--- src/rtl/tpb_pkg.sv ---
// Shared types and constants for the timer parameter bank.
// Index 3..0 resets to 10, 8, 15, 6, so the packed constant reads 16'hA8F6.
package tpb_pkg;

    typedef enum logic [1:0] {
        TMR_IDLE   = 2'd0,
        TMR_RUN    = 2'd1,
        TMR_EXPIRE = 2'd2
    } tmr_state_e;

    localparam logic [15:0] TPB_DEFAULTS = {4'd10, 4'd8, 4'd15, 4'd6};

endpackage

--- src/rtl/tpb_countdown.sv ---
// Countdown FSM: loads a duration, decrements on each tick while running and
// spends exactly one cycle in EXPIRE before returning to IDLE.
module tpb_countdown
    import tpb_pkg::*;
#(
    parameter int VAL_W = 4
) (
    input  logic             clk,
    input  logic             rst_n,
    input  logic             load,
    input  logic [VAL_W-1:0] load_value,
    input  logic             abort,
    input  logic             tick,
    output logic             busy,
    output logic [VAL_W-1:0] remaining,
    output logic             expired
);

    tmr_state_e       state_reg, state_next;
    logic [VAL_W-1:0] remaining_reg, remaining_next;

    always_ff @(posedge clk or negedge rst_n) begin
        if (!rst_n) begin
            state_reg     <= TMR_IDLE;
            remaining_reg <= '0;
        end else begin
            state_reg     <= state_next;
            remaining_reg <= remaining_next;
        end
    end

    // Abort outranks a load; a load outranks the per-state behaviour.
    always_comb begin
        state_next     = state_reg;
        remaining_next = remaining_reg;
        if (abort) begin
            state_next     = TMR_IDLE;
            remaining_next = '0;
        end else if (load) begin
            state_next     = TMR_RUN;
            remaining_next = load_value;
        end else begin
            case (state_reg)
                TMR_RUN: begin
                    if (tick) begin
                        if (remaining_reg == VAL_W'(1)) begin
                            state_next     = TMR_EXPIRE;
                            remaining_next = '0;
                        end else begin
                            remaining_next = remaining_reg - VAL_W'(1);
                        end
                    end
                end
                TMR_EXPIRE: begin
                    state_next     = TMR_IDLE;
                    remaining_next = '0;
                end
                default: begin
                    state_next     = TMR_IDLE;
                    remaining_next = '0;
                end
            endcase
        end
    end

    assign busy      = (state_reg == TMR_RUN);
    assign expired   = (state_reg == TMR_EXPIRE);
    assign remaining = remaining_reg;

endmodule

--- src/rtl/timer_param_bank.sv ---
// Bank of writable timing parameters driving one countdown timer.
// Optional macro TPB_LOCK_EN adds a sticky write lock (lock_req port).
module timer_param_bank
    import tpb_pkg::*;
#(
    parameter  int                          NUM_PARAMS = 4,
    parameter  int                          VAL_W      = 4,
    parameter  logic [NUM_PARAMS*VAL_W-1:0] DEFAULTS   = TPB_DEFAULTS,
    localparam int                          SEL_W      = (NUM_PARAMS > 2) ? $clog2(NUM_PARAMS) : 1
) (
    input  logic                        clk,
    input  logic                        rst_n,
    input  logic                        wr_valid,
    output logic                        wr_ready,
    input  logic [SEL_W-1:0]            wr_sel,
    input  logic [VAL_W-1:0]            wr_value,
    output logic                        wr_err,
    output logic [NUM_PARAMS*VAL_W-1:0] param_out,
    input  logic                        tmr_start,
    input  logic                        tmr_abort,
    input  logic [SEL_W-1:0]            tmr_sel,
    input  logic                        tick_1hz,
    output logic                        tmr_busy,
    output logic [VAL_W-1:0]            tmr_remaining,
    output logic                        tmr_expired
`ifdef TPB_LOCK_EN
    ,
    input  logic                        lock_req
`endif
);

    localparam int SEL_SPAN = 2 ** SEL_W;

    logic [SEL_SPAN-1:0]            sel_ok_map;
    logic [SEL_SPAN-1:0][VAL_W-1:0] param_pad;
    logic [SEL_W-1:0]               active_sel_reg;
    logic                           wr_err_reg;
    logic                           wr_fire, wr_bad, wr_commit;
    logic                           tmr_load;
    logic                           locked;

`ifdef TPB_LOCK_EN
    logic lock_reg;

    always_ff @(posedge clk or negedge rst_n) begin
        if (!rst_n) begin
            lock_reg <= 1'b0;
        end else if (lock_req) begin
            lock_reg <= 1'b1;
        end
    end

    assign locked = lock_reg;
`else
    assign locked = 1'b0;
`endif

    // Only the parameter feeding the running countdown is write-protected.
    assign wr_ready  = !(tmr_busy && (wr_sel == active_sel_reg));
    assign wr_fire   = wr_valid && wr_ready;
    assign wr_bad    = (wr_value == '0) || !sel_ok_map[wr_sel] || locked;
    assign wr_commit = wr_fire && !wr_bad;

    // Selector values past NUM_PARAMS map to an invalid, zero-valued slot.
    for (genvar gi = 0; gi < SEL_SPAN; gi++) begin : g_slot
        if (gi < NUM_PARAMS) begin : g_param
            logic [VAL_W-1:0] value_reg;

            always_ff @(posedge clk or negedge rst_n) begin
                if (!rst_n) begin
                    value_reg <= DEFAULTS[gi*VAL_W +: VAL_W];
                end else if (wr_commit && (wr_sel == SEL_W'(gi))) begin
                    value_reg <= wr_value;
                end
            end

            assign sel_ok_map[gi]                = 1'b1;
            assign param_pad[gi]                 = value_reg;
            assign param_out[gi*VAL_W +: VAL_W]  = value_reg;
        end else begin : g_pad
            assign sel_ok_map[gi] = 1'b0;
            assign param_pad[gi]  = '0;
        end
    end

    always_ff @(posedge clk or negedge rst_n) begin
        if (!rst_n) begin
            wr_err_reg     <= 1'b0;
            active_sel_reg <= '0;
        end else begin
            wr_err_reg <= wr_fire && wr_bad;
            if (tmr_load && !tmr_abort) begin
                active_sel_reg <= tmr_sel;
            end
        end
    end

    assign wr_err   = wr_err_reg;
    assign tmr_load = tmr_start && sel_ok_map[tmr_sel];

    // param_pad holds pre-edge storage, so a same-cycle write never affects the load.
    tpb_countdown #(
        .VAL_W(VAL_W)
    ) u_countdown (
        .clk       (clk),
        .rst_n     (rst_n),
        .load      (tmr_load),
        .load_value(param_pad[tmr_sel]),
        .abort     (tmr_abort),
        .tick      (tick_1hz),
        .busy      (tmr_busy),
        .remaining (tmr_remaining),
        .expired   (tmr_expired)
    );

endmodule

--- config.mk ---
export PLATFORM = sky130hd
export DESIGN_NAME = timer_param_bank
export DESIGN_NICKNAME = d
export VERILOG_FILES = /design/src/rtl/tpb_pkg.sv /design/src/rtl/tpb_countdown.sv /design/src/rtl/timer_param_bank.sv
export SDC_FILE = /design/constraint.sdc
export NUM_CORES = 1
export LEC_CHECK = 0
export ABC_AREA = 0
export CAP_MARGIN = 20
export CORE_MARGIN = 2
export CORE_UTILIZATION = 45
export CTS_BUF_LIST = sky130_fd_sc_hd__clkbuf_2
export CTS_CLUSTER_DIAMETER = 60
export DETAILED_ROUTE_END_ITERATION = 12
export PLACE_DENSITY = 0.82
export SETUP_SLACK_MARGIN = 0.5
export SYNTH_ARGS = -nofsm -noshare
export SYNTH_HDL_FRONTEND = slang
export SYNTH_SLANG_ARGS = --single-unit
--- constraint.sdc ---
create_clock -name clk -period 2.4 [get_ports clk]
set_clock_uncertainty 0.1 [all_clocks]
set_input_delay 0.36 -clock clk [delete_from_list [all_inputs] [get_ports clk]]
set_output_delay 0.36 -clock clk [all_outputs]
set_load 0.02 [all_outputs]
Yosys cells after proc, flatten, opt, wreduce, memory -nomap -nowiden
Cells that the tools add are included.
{"block": "word_totals", "output_inout_bits": 24, "in_bits": 14, "word_cells": 54, "reg_bits": 25}
{"block": "op_classes", "order_cmp": 2, "n_eq_ne": 9, "muxes": 16, "n_reduce_logical": 18, "addsub": 1}
{"op": "$mux 4", "count": 6}
{"op": "$logic_and 1x1->1", "count": 10}
{"op": "$mux 2", "count": 5}
{"op": "$bmux 4 s2", "count": 1}
{"op": "$eq 2x2->1 const B", "count": 3}
{"op": "$lt 2x3->1 const B", "count": 2}
{"op": "$bmux 1 s2", "count": 2}
{"op": "$eq 2x1->1 const B", "count": 2}
{"op": "$eq 4x1->1 const B", "count": 1}
{"op": "$logic_not 1->1", "count": 4}
{"op": "$logic_not 4->1", "count": 1}
{"op": "$ne 4x2->1 const B", "count": 1}
{"op": "$ne 4x3->1 const B", "count": 1}
{"op": "$sub 4x1->4 const B", "count": 1}
{"op": "$eq 2x2->1", "count": 1}
{"op": "$logic_not 2->1", "count": 1}
{"op": "$mux 1", "count": 2}
{"op": "$reduce_and 2->1", "count": 1}
{"op": "$logic_or 1x1->1", "count": 1}

Logic depth before layout (Yosys ltp)
Gate-level depths: netlist (run 1).
{"block": "depth", "ltp_word": 7, "ltp_mapped": 6, "depth_no_buf": 6}

Cells and area by module
From an unflattened synthesis (run 1), not the netlist that was laid out.
{"block": "unflattened", "hier_cells": 97, "hier_area_um2": 1267.5}
{"mod": "timer_param_bank", "seq_area_each_um2": 486.7, "cells_each": 55, "instances": 1, "area_each_um2": 873.3}
{"mod": "tpb_countdown", "seq_area_each_um2": 150.1, "cells_each": 42, "instances": 1, "area_each_um2": 394.1}

Worst setup path before layout (run 1)
Ideal clock, no wire load.
{"block": "synth_timing", "kind": "reg-to-reg", "start": "reg u_countdown.state_reg[1]", "end": "reg g_slot[3].g_param.value_reg[0]", "path_stages_with_launch": 5, "slack_ns": 0.488, "required_ns": 2.175, "setup_ns": 0.125, "arrival_time_ns": 1.687, "path_cell_list": "dfrtp_1 -> or2b_1 -> or3_2 -> nand3_2 -> mux2_2"}
{"block": "synth_via", "elab_chain_len": 6}
{"element": "from (decl)", "line": "tpb_countdown.sv:19", "source": "tmr_state_e state_reg, state_next;"}
{"element": "from (signal assigned)", "line": "tpb_countdown.sv:27", "source": "state_reg <= state_next;"}
{"element": "$eq 2x1->1", "line": "tpb_countdown.sv:66", "source": "assign busy = (state_reg == TMR_RUN);"}
{"element": "$logic_and 1x1->1", "line": "timer_param_bank.sv:59", "source": "assign wr_ready = !(tmr_busy && (wr_sel == active_sel_reg));"}
{"element": "$logic_not 1->1", "line": "timer_param_bank.sv:59"}
{"element": "via wr_ready", "line": "timer_param_bank.sv:14", "source": "output logic wr_ready,"}
{"element": "$logic_and 1x1->1", "line": "timer_param_bank.sv:60", "source": "assign wr_fire = wr_valid && wr_ready;"}
{"element": "$logic_and 1x1->1", "line": "timer_param_bank.sv:62", "source": "assign wr_commit = wr_fire && !wr_bad;"}
{"element": "$logic_and 1x1->1", "line": "timer_param_bank.sv:72", "source": "end else if (wr_commit && (wr_sel == SEL_W'(gi))) begin"}
{"element": "to (signal assigned)", "line": "timer_param_bank.sv:71", "source": "value_reg <= DEFAULTS[gi*VAL_W +: VAL_W];"}
{"element": "to (signal assigned)", "line": "timer_param_bank.sv:73", "source": "value_reg <= wr_value;"}
{"element": "to (decl)", "line": "timer_param_bank.sv:67", "source": "logic [VAL_W-1:0] value_reg;"}
The timed path passes the listed nets, and every way through them passes these cells.
A chain may end at the register's enable or synchronous reset.

Final worst setup path (run 1)
{"block": "layout_timing", "start": "reg u_countdown.state_reg[1]", "end": "out wr_ready"}
{"block": "layout_via", "elab_chain_len": 3}
{"element": "$eq 2x1->1", "line": "tpb_countdown.sv:66"}
{"element": "$logic_and 1x1->1", "line": "timer_param_bank.sv:59"}
{"element": "$logic_not 1->1", "line": "timer_param_bank.sv:59"}
{"element": "to (decl)", "line": "timer_param_bank.sv:14"}
Every way passes these cells.

==> impl_metrics.csv, run 1 <==
group,metric,value,unit
worst_setup_path,path_max_fanout,2,
power_and_ir_drop,power.density,670,mW/mm^2
clock_tree,root_buffer,"clkbuf_2",
cells_and_area,drive_above_1_share,40.8,%
sta,slew_headroom,77.1,%
sta,period_minus_slack,1.96,ns
global_route,grt-ovfl-total,0,
placement,place.gp.congestion,0.826,
sta,fmax,0.509,GHz
clock_tree,cts_made_buffers,3,
floorplan,rows,19,
floorplan,die_w,57.6,um
cells_and_area,fillers,212,
logic_synthesis,ys_ff_latch,25,
floorplan,coreArea,0.00273,mm^2
run,cap_violations,0,
min_path,min_path_type,"in2async",
cells_and_area,fin_util,67.6,%
clock_tree,clk_path_buf_depth,2,
logic_synthesis,synth.avg_cell_area,13.7,um^2
sta,drv_slew,0,
worst_setup_path,endpoint,"wr_ready",
sta,tns,0,ns
placement,port_buffers,37,
global_route,grt_pass1_vias,1058,
sta,worstMarginPinSlew,0.343,ns
cells_and_area,multi_input_area,659,um^2
global_route,grt_max_degree,26,
routing,via_per_inst,5.58,
cells_and_area,regArea,637,um^2
worst_setup_path,cp.required,1.94,ns
logic_synthesis,synthesis.area,0.00129,mm^2
logic_synthesis,ys_types,32,
cells_and_area,largest_reg_flops,16,
cells_and_area,areaGrowthSynthToFinish,43.1,%
sta,period_share,81.8,%
cells_and_area,nNetsFinal,164,
routing,vias,993,
logic_synthesis,synth_top_area_share,31.0,%
routing,ant_nets,0,
logic_synthesis,synth_area_leaders,"dfrtp_1, dfstp_2, mux2_2, mux4_2, nor3b_4",
worst_setup_path,r2r_start,"u_countdown.state_reg[0]$_DFFE_PN0P_",
logic_synthesis,synth_warnings,0,
sta,hold_viol_final,0,
worst_setup_path,worst-r2r-cell-count,6,
clock_tree,clk_latency,0.34,ns
global_route,grt.total_usage,19.7,%
cells_and_area,stdcell_count,178,
routing,wirelength,3.09,mm
floorplan,die_h,57.6,um
power_and_ir_drop,p_leak,0.900,nW
logic_synthesis,synthTopCellsByCount,"dfrtp_1, mux2_2, dfstp_2, nor2_1",
routing,drt_pre_antenna_iters,4,
worst_setup_path,end_kind,"output port",
logic_synthesis,synthArstFlopShare,100,%
logic_synthesis,synth-main-ff-cell,"dfrtp_1",
logic_synthesis,synth_nets,110,
worst_setup_path,r2r-end,"g_slot[1].g_param.value_reg[1]$_DFFE_PN1P_",
placement,dp.cells,170,
routing,drt_iter0_drc,39,
floorplan,die_area,0.00332,mm^2
placement,dp_hpwl,2.31,mm
power_and_ir_drop,ir_worst_vdd,521,uV
worst_setup_path,rrSetupSlack,0.51,ns
floorplan,initial_core_util,47.3,%
sta,rsz0062_at_grt,"true",
routing,drc,0,
sta,setup_viol,0,
logic_synthesis,synth-edff-count,0,
clock_tree,cts_sinks,25,
routing,wl_per_cell,17.3,um
worst_setup_path,arrival,1.50,ns
cells_and_area,diodes,0,
power_and_ir_drop,total_power,1.24,mW
worst_setup_path,crit_type,"reg2out",
logic_synthesis,synth_area_leader_cell,"dfrtp_1",
clock_tree,ctsHoldBuffers,0,
clock_tree,cts_tree,"yes",
clock_tree,htreeDepth,1,
status,outcome,"finished clean",
global_route,grt_antenna_before_repair,0,
clock_tree,cts.clk_slew.worst_paths,0.23,ns
worst_setup_path,critPathLaunchType,"register",
logic_synthesis,synth_cells,94,
floorplan,ios,38,
worst_setup_path,startpoint,"u_countdown.state_reg[1]$_DFFE_PN0P_",
logic_synthesis,yosysSeqAreaShare,49.3,%
global_route,grt_pass1_wl,4.97,mm
## critical path, cell delays in order (launching register included)
cell	delay (ns)
dfrtp_1	0.42
or2b_1	0.25
or3_4	0.34
buf_6	0.14
## where the power goes
part	internal (mW)	switching (mW)	total, mW
Sequential	0.526	0.0631	0.589
Clock	0.0378	0.125	0.163
Combinational	0.251	0.236	0.487
Total	0.815	0.424	1.24
## how the worst min path moves through the flow
stage                                                  to  slack [ns]  cells past startpoint
6_report             u_countdown.state_reg[0]$_DFFE_PN0P_        0.24                      2
5_1_grt              u_countdown.remaining[3]$_DFFE_PN0P_        0.21                      2
4_1_cts              u_countdown.remaining[3]$_DFFE_PN0P_        0.23                      2
3_5_place_dp   g_slot[2].g_param.value_reg[1]$_DFFE_PN0P_        0.42                      1
3_3_place_gp   g_slot[3].g_param.value_reg[0]$_DFFE_PN0P_        0.42                      1
2_1_floorplan               active_sel_reg[0]$_DFFE_PN0P_       -0.04                      0
## through the flow
step	instance area (um^2)	hold WS [ns]	setup WS, ns
6_report	1850	0.236	0.436
5_1_grt	1850	0.207	0.338
4_1_cts	1780	0.234	0.367
3_5_place_dp	1770	0.416	-0.0221
3_3_place_gp	1770	0.418	0.0539
2_1_floorplan	1300	-0.0356	0.616
## cell families (layout without fill, tap and decap cells)
logic type,Yosys count,count (layout),share of synthesized area [%]
AOI/OAI and AO/OA,9,9,6.00
xor gates and xnor gates,2,2,2.52
adders and majority gates,2,2,1.94
buffers and inverters,5,58,1.45
DFF,25,25,49.3
muxes,23,23,23.4
and+or+nand+nor,28,28,15.4
## cell usage in the layout (no fill, tap or decap), types with 3 or more instances in the layout
| master | synthesis | layout |
|---|---|---|
| dlymetal6s2s_1 | 0 | 10 |
| dlygate4sd2_1 | 0 | 13 |
| clkdlybuf4s50_1 | 0 | 12 |
| mux2_2 | 16 | 14 |
| nor2b_1 | 3 | 3 |
| nor2_1 | 5 | 5 |
| a21oi_1 | 3 | 3 |
| clkbuf_2 | 0 | 3 |
| mux4_2 | 4 | 4 |
| dfrtp_1 | 16 | 16 |
| dfstp_2 | 9 | 9 |
| buf_4 | 0 | 13 |
| nand2_1 | 4 | 4 |
| inv_1 | 4 | 3 |
## routing by layer
metal | vias up | wire [um] | global-route usage [%]
li1 | 452 | - | -
met1 | 503 | 1350 | 26.5
met2 | 34 | 1550 | 32.3
met3 | 4 | 160 | 3.85
met4 | 0 | 26 | 6.31
met5 | - | 0 | 0
## area by class of cell
class,instances,share of cell area [%]
Inverter,4,0.812
Multi-Input combinational cell,64,35.7
Tap cell,31,2.10
Timing Repair Buffer,50,25.9
Clock buffer,3,0.812
Clock inverter,1,0.271
Sequential cell,25,34.4
## repair_timing
action                     in CTS  in global routing
resized for setup              25                 15
buffers inserted                0                  4
pin swaps                       2                  6
setup endpoints to repair      21                 14
Note: power is estimated with default switching activity, not from simulation.
==> inputs of run 2 (changes only) <==
--- a/config.mk
+++ b/config.mk
@@ -8,11 +8,11 @@
 export ABC_AREA = 0
 export CAP_MARGIN = 20
 export CORE_MARGIN = 2
-export CORE_UTILIZATION = 45
+export CORE_UTILIZATION = 44
 export CTS_BUF_LIST = sky130_fd_sc_hd__clkbuf_2
 export CTS_CLUSTER_DIAMETER = 60
 export DETAILED_ROUTE_END_ITERATION = 12
-export PLACE_DENSITY = 0.82
+export PLACE_DENSITY = 0.83
 export SETUP_SLACK_MARGIN = 0.5
 export SYNTH_ARGS = -nofsm -noshare
 export SYNTH_HDL_FRONTEND = slang
==> constraint.sdc (replaced) <==
create_clock -name clk -period 1.75 [get_ports clk]
set_clock_uncertainty 0.1 [all_clocks]
set_input_delay 0.2625 -clock clk [delete_from_list [all_inputs] [get_ports clk]]
set_output_delay 0.2625 -clock clk [all_outputs]
set_load 0.02 [all_outputs]
==> impl_metrics.csv, run 2 (same netlist as run 1, synthesis figures left out) <==
group,metric,value,unit
status,outcome,"complete, but fails checks",
status,failed_checks,"negative setup slack",
sta,tns,-2.26,ns
floorplan,die_h,58.2,um
cells_and_area,fin_area,0.00233,mm^2
global_route,grt_pass1_vias,1293,
sta,period_minus_slack,1.95,ns
sta,rsz0062_at_grt,"true",
worst_setup_path,end_kind,"register",
routing,vias,1197,
sta,worstMarginPinSlew,0.477,ns
cells_and_area,fin_util,83.7,%
worst_setup_path,crit_type,"reg2reg",
power_and_ir_drop,ir_worst_vdd,872,uV
placement,port_buffers,37,
worst_setup_path,crit_chain,"or2b_4, buf_6, o311ai_4, nor3b_4, buf_6, mux2_4",
routing,drt_pre_antenna_iters,4,
floorplan,die_area,0.00339,mm^2
clock_tree,clk_path_buf_depth,2,
cells_and_area,fillers,143,
run,cap_violations,0,
sta,slew_headroom,68.2,%
routing,wl_met2,2.35,mm
clock_tree,ctsHoldBuffers,0,
routing,wirelength_met1,1.66,mm
cells_and_area,stdcell_count,211,
power_and_ir_drop,power.density,929,mW/mm^2
worst_setup_path,rrSetupSlack,-0.20,ns
routing,wl_per_cell,20.8,um
cells_and_area,final_cell_mix,"buf_4, buf_6, dfrtp_1, clkdlybuf4s50_1, mux2_4",
placement,place_area,0.00190,mm^2
sta,drv_slew,0,
cells_and_area,largest_reg_flops,16,
cells_and_area,final_common_cell,"buf_4",
worst_setup_path,worst_path_largest_cell_delay,0.44,ns
cells_and_area,drive_above_1_share,77.8,%
global_route,grt-ovfl-total,0,
routing,ant_nets,0,
global_route,grt_pass1_wl,6.64,mm
sta,fmax,0.513,GHz
global_route,grt_antenna_before_repair,0,
floorplan,die_w,58.2,um
routing,drc,0,
clock_tree,clk_latency,0.35,ns
cells_and_area,diodes,0,
clock_tree,htreeDepth,1,
routing,drt_iter0_drc,30,
floorplan,initial_core_util,46.5,%
clock_tree,root_buffer,"clkbuf_2",
sta,setup_viol,17,
worst_setup_path,cp.required,1.96,ns
power_and_ir_drop,p_leak,1.03,nW
sta,period_share,111,%
global_route,grt.total_usage,27.2,%
min_path,min_path_type,"in2async",
worst_setup_path,path_max_fanout,5,
placement,place_ws,-0.502,ns
routing,wl_met3,224,um
floorplan,ios,38,
clock_tree,cts_sinks,25,
cells_and_area,areaGrowthSynthToFinish,80.1,%
worst_setup_path,arrival,2.16,ns
floorplan,rows,19,
clock_tree,cts.clk_slew.worst_paths,0.25,ns
sta,setup_ws,-0.199,ns
sta,whs,0.137,ns
worst_setup_path,crit_buf_inv,2,
power_and_ir_drop,total_power,2.16,mW
worst_setup_path,critPathLaunchType,"register",
cells_and_area,nNetsFinal,197,
worst_setup_path,cpMostUsedCell,"buf_6",
floorplan,coreArea,0.00278,mm^2
routing,via_per_inst,5.67,
sta,hold_viol_final,0,
routing,wirelength,4.40,mm
routing,dr.max_layer_used,"met4",
clock_tree,cts_tree,"yes",
worst_setup_path,crit_family,"flip-flops",
placement,dp_hpwl,2.35,mm
placement,dp.cells,178,
global_route,grt_max_degree,26,
placement,place.gp.congestion,0.782,
worst_setup_path,critPathSlowestCell,"dfrtp_1",
clock_tree,cts_made_buffers,3,
## run 2: final timing paths
path	from	depth (start not counted)	endpoint
worst min-delay path	rst_n	2	g_slot[2].g_param.value_reg[2]$_DFFE_PN0P_
worst max-delay path	u_countdown.state_reg[1]$_DFFE_PN0P_	6	g_slot[1].g_param.value_reg[3]$_DFFE_PN1P_
worst max register to register	u_countdown.state_reg[1]$_DFFE_PN0P_	6	g_slot[1].g_param.value_reg[3]$_DFFE_PN1P_
worst min register to register	g_slot[2].g_param.value_reg[2]$_DFFE_PN0P_	1	g_slot[2].g_param.value_reg[2]$_DFFE_PN0P_
min in group clk	wr_value[1]	2	g_slot[1].g_param.value_reg[1]$_DFFE_PN1P_
max in group asynchronous	rst_n	2	g_slot[1].g_param.value_reg[3]$_DFFE_PN1P_
## run 2: final cells by class
type | instances | area, um^2 | share of cell area (%)
Clock buffer | 3 | 15.0 | 0.645
Multi-Input combinational cell | 64 | 810 | 34.8
Sequential cell | 25 | 642 | 27.6
Inverter | 4 | 22.5 | 0.968
Timing Repair Buffer | 83 | 795 | 34.1
Tap cell | 31 | 38.8 | 1.67
Clock inverter | 1 | 5.00 | 0.215
## run 2: metal layers
metal	up-vias	track usage (%)
met3	16	4.24
li1	514	-
met1	602	31.5
met5	-	0
met4	0	12.6
met2	65	49.2
## run 2: where the power goes
part           leakage, nW  internal (mW)  switching, mW  total, mW
combinational        0.728          0.641          0.466       1.11
clock               0.0164         0.0519          0.182      0.234
sequential           0.289          0.724         0.0960      0.820
total                 1.03           1.42          0.745       2.16
## run 2: what timing repair did
action                                  in CTS  in global routing
pin swaps                                    8                  8
gates resized for setup                    161                 21
endpoints found under the setup margin      47                 47
setup buffers                               24                  5
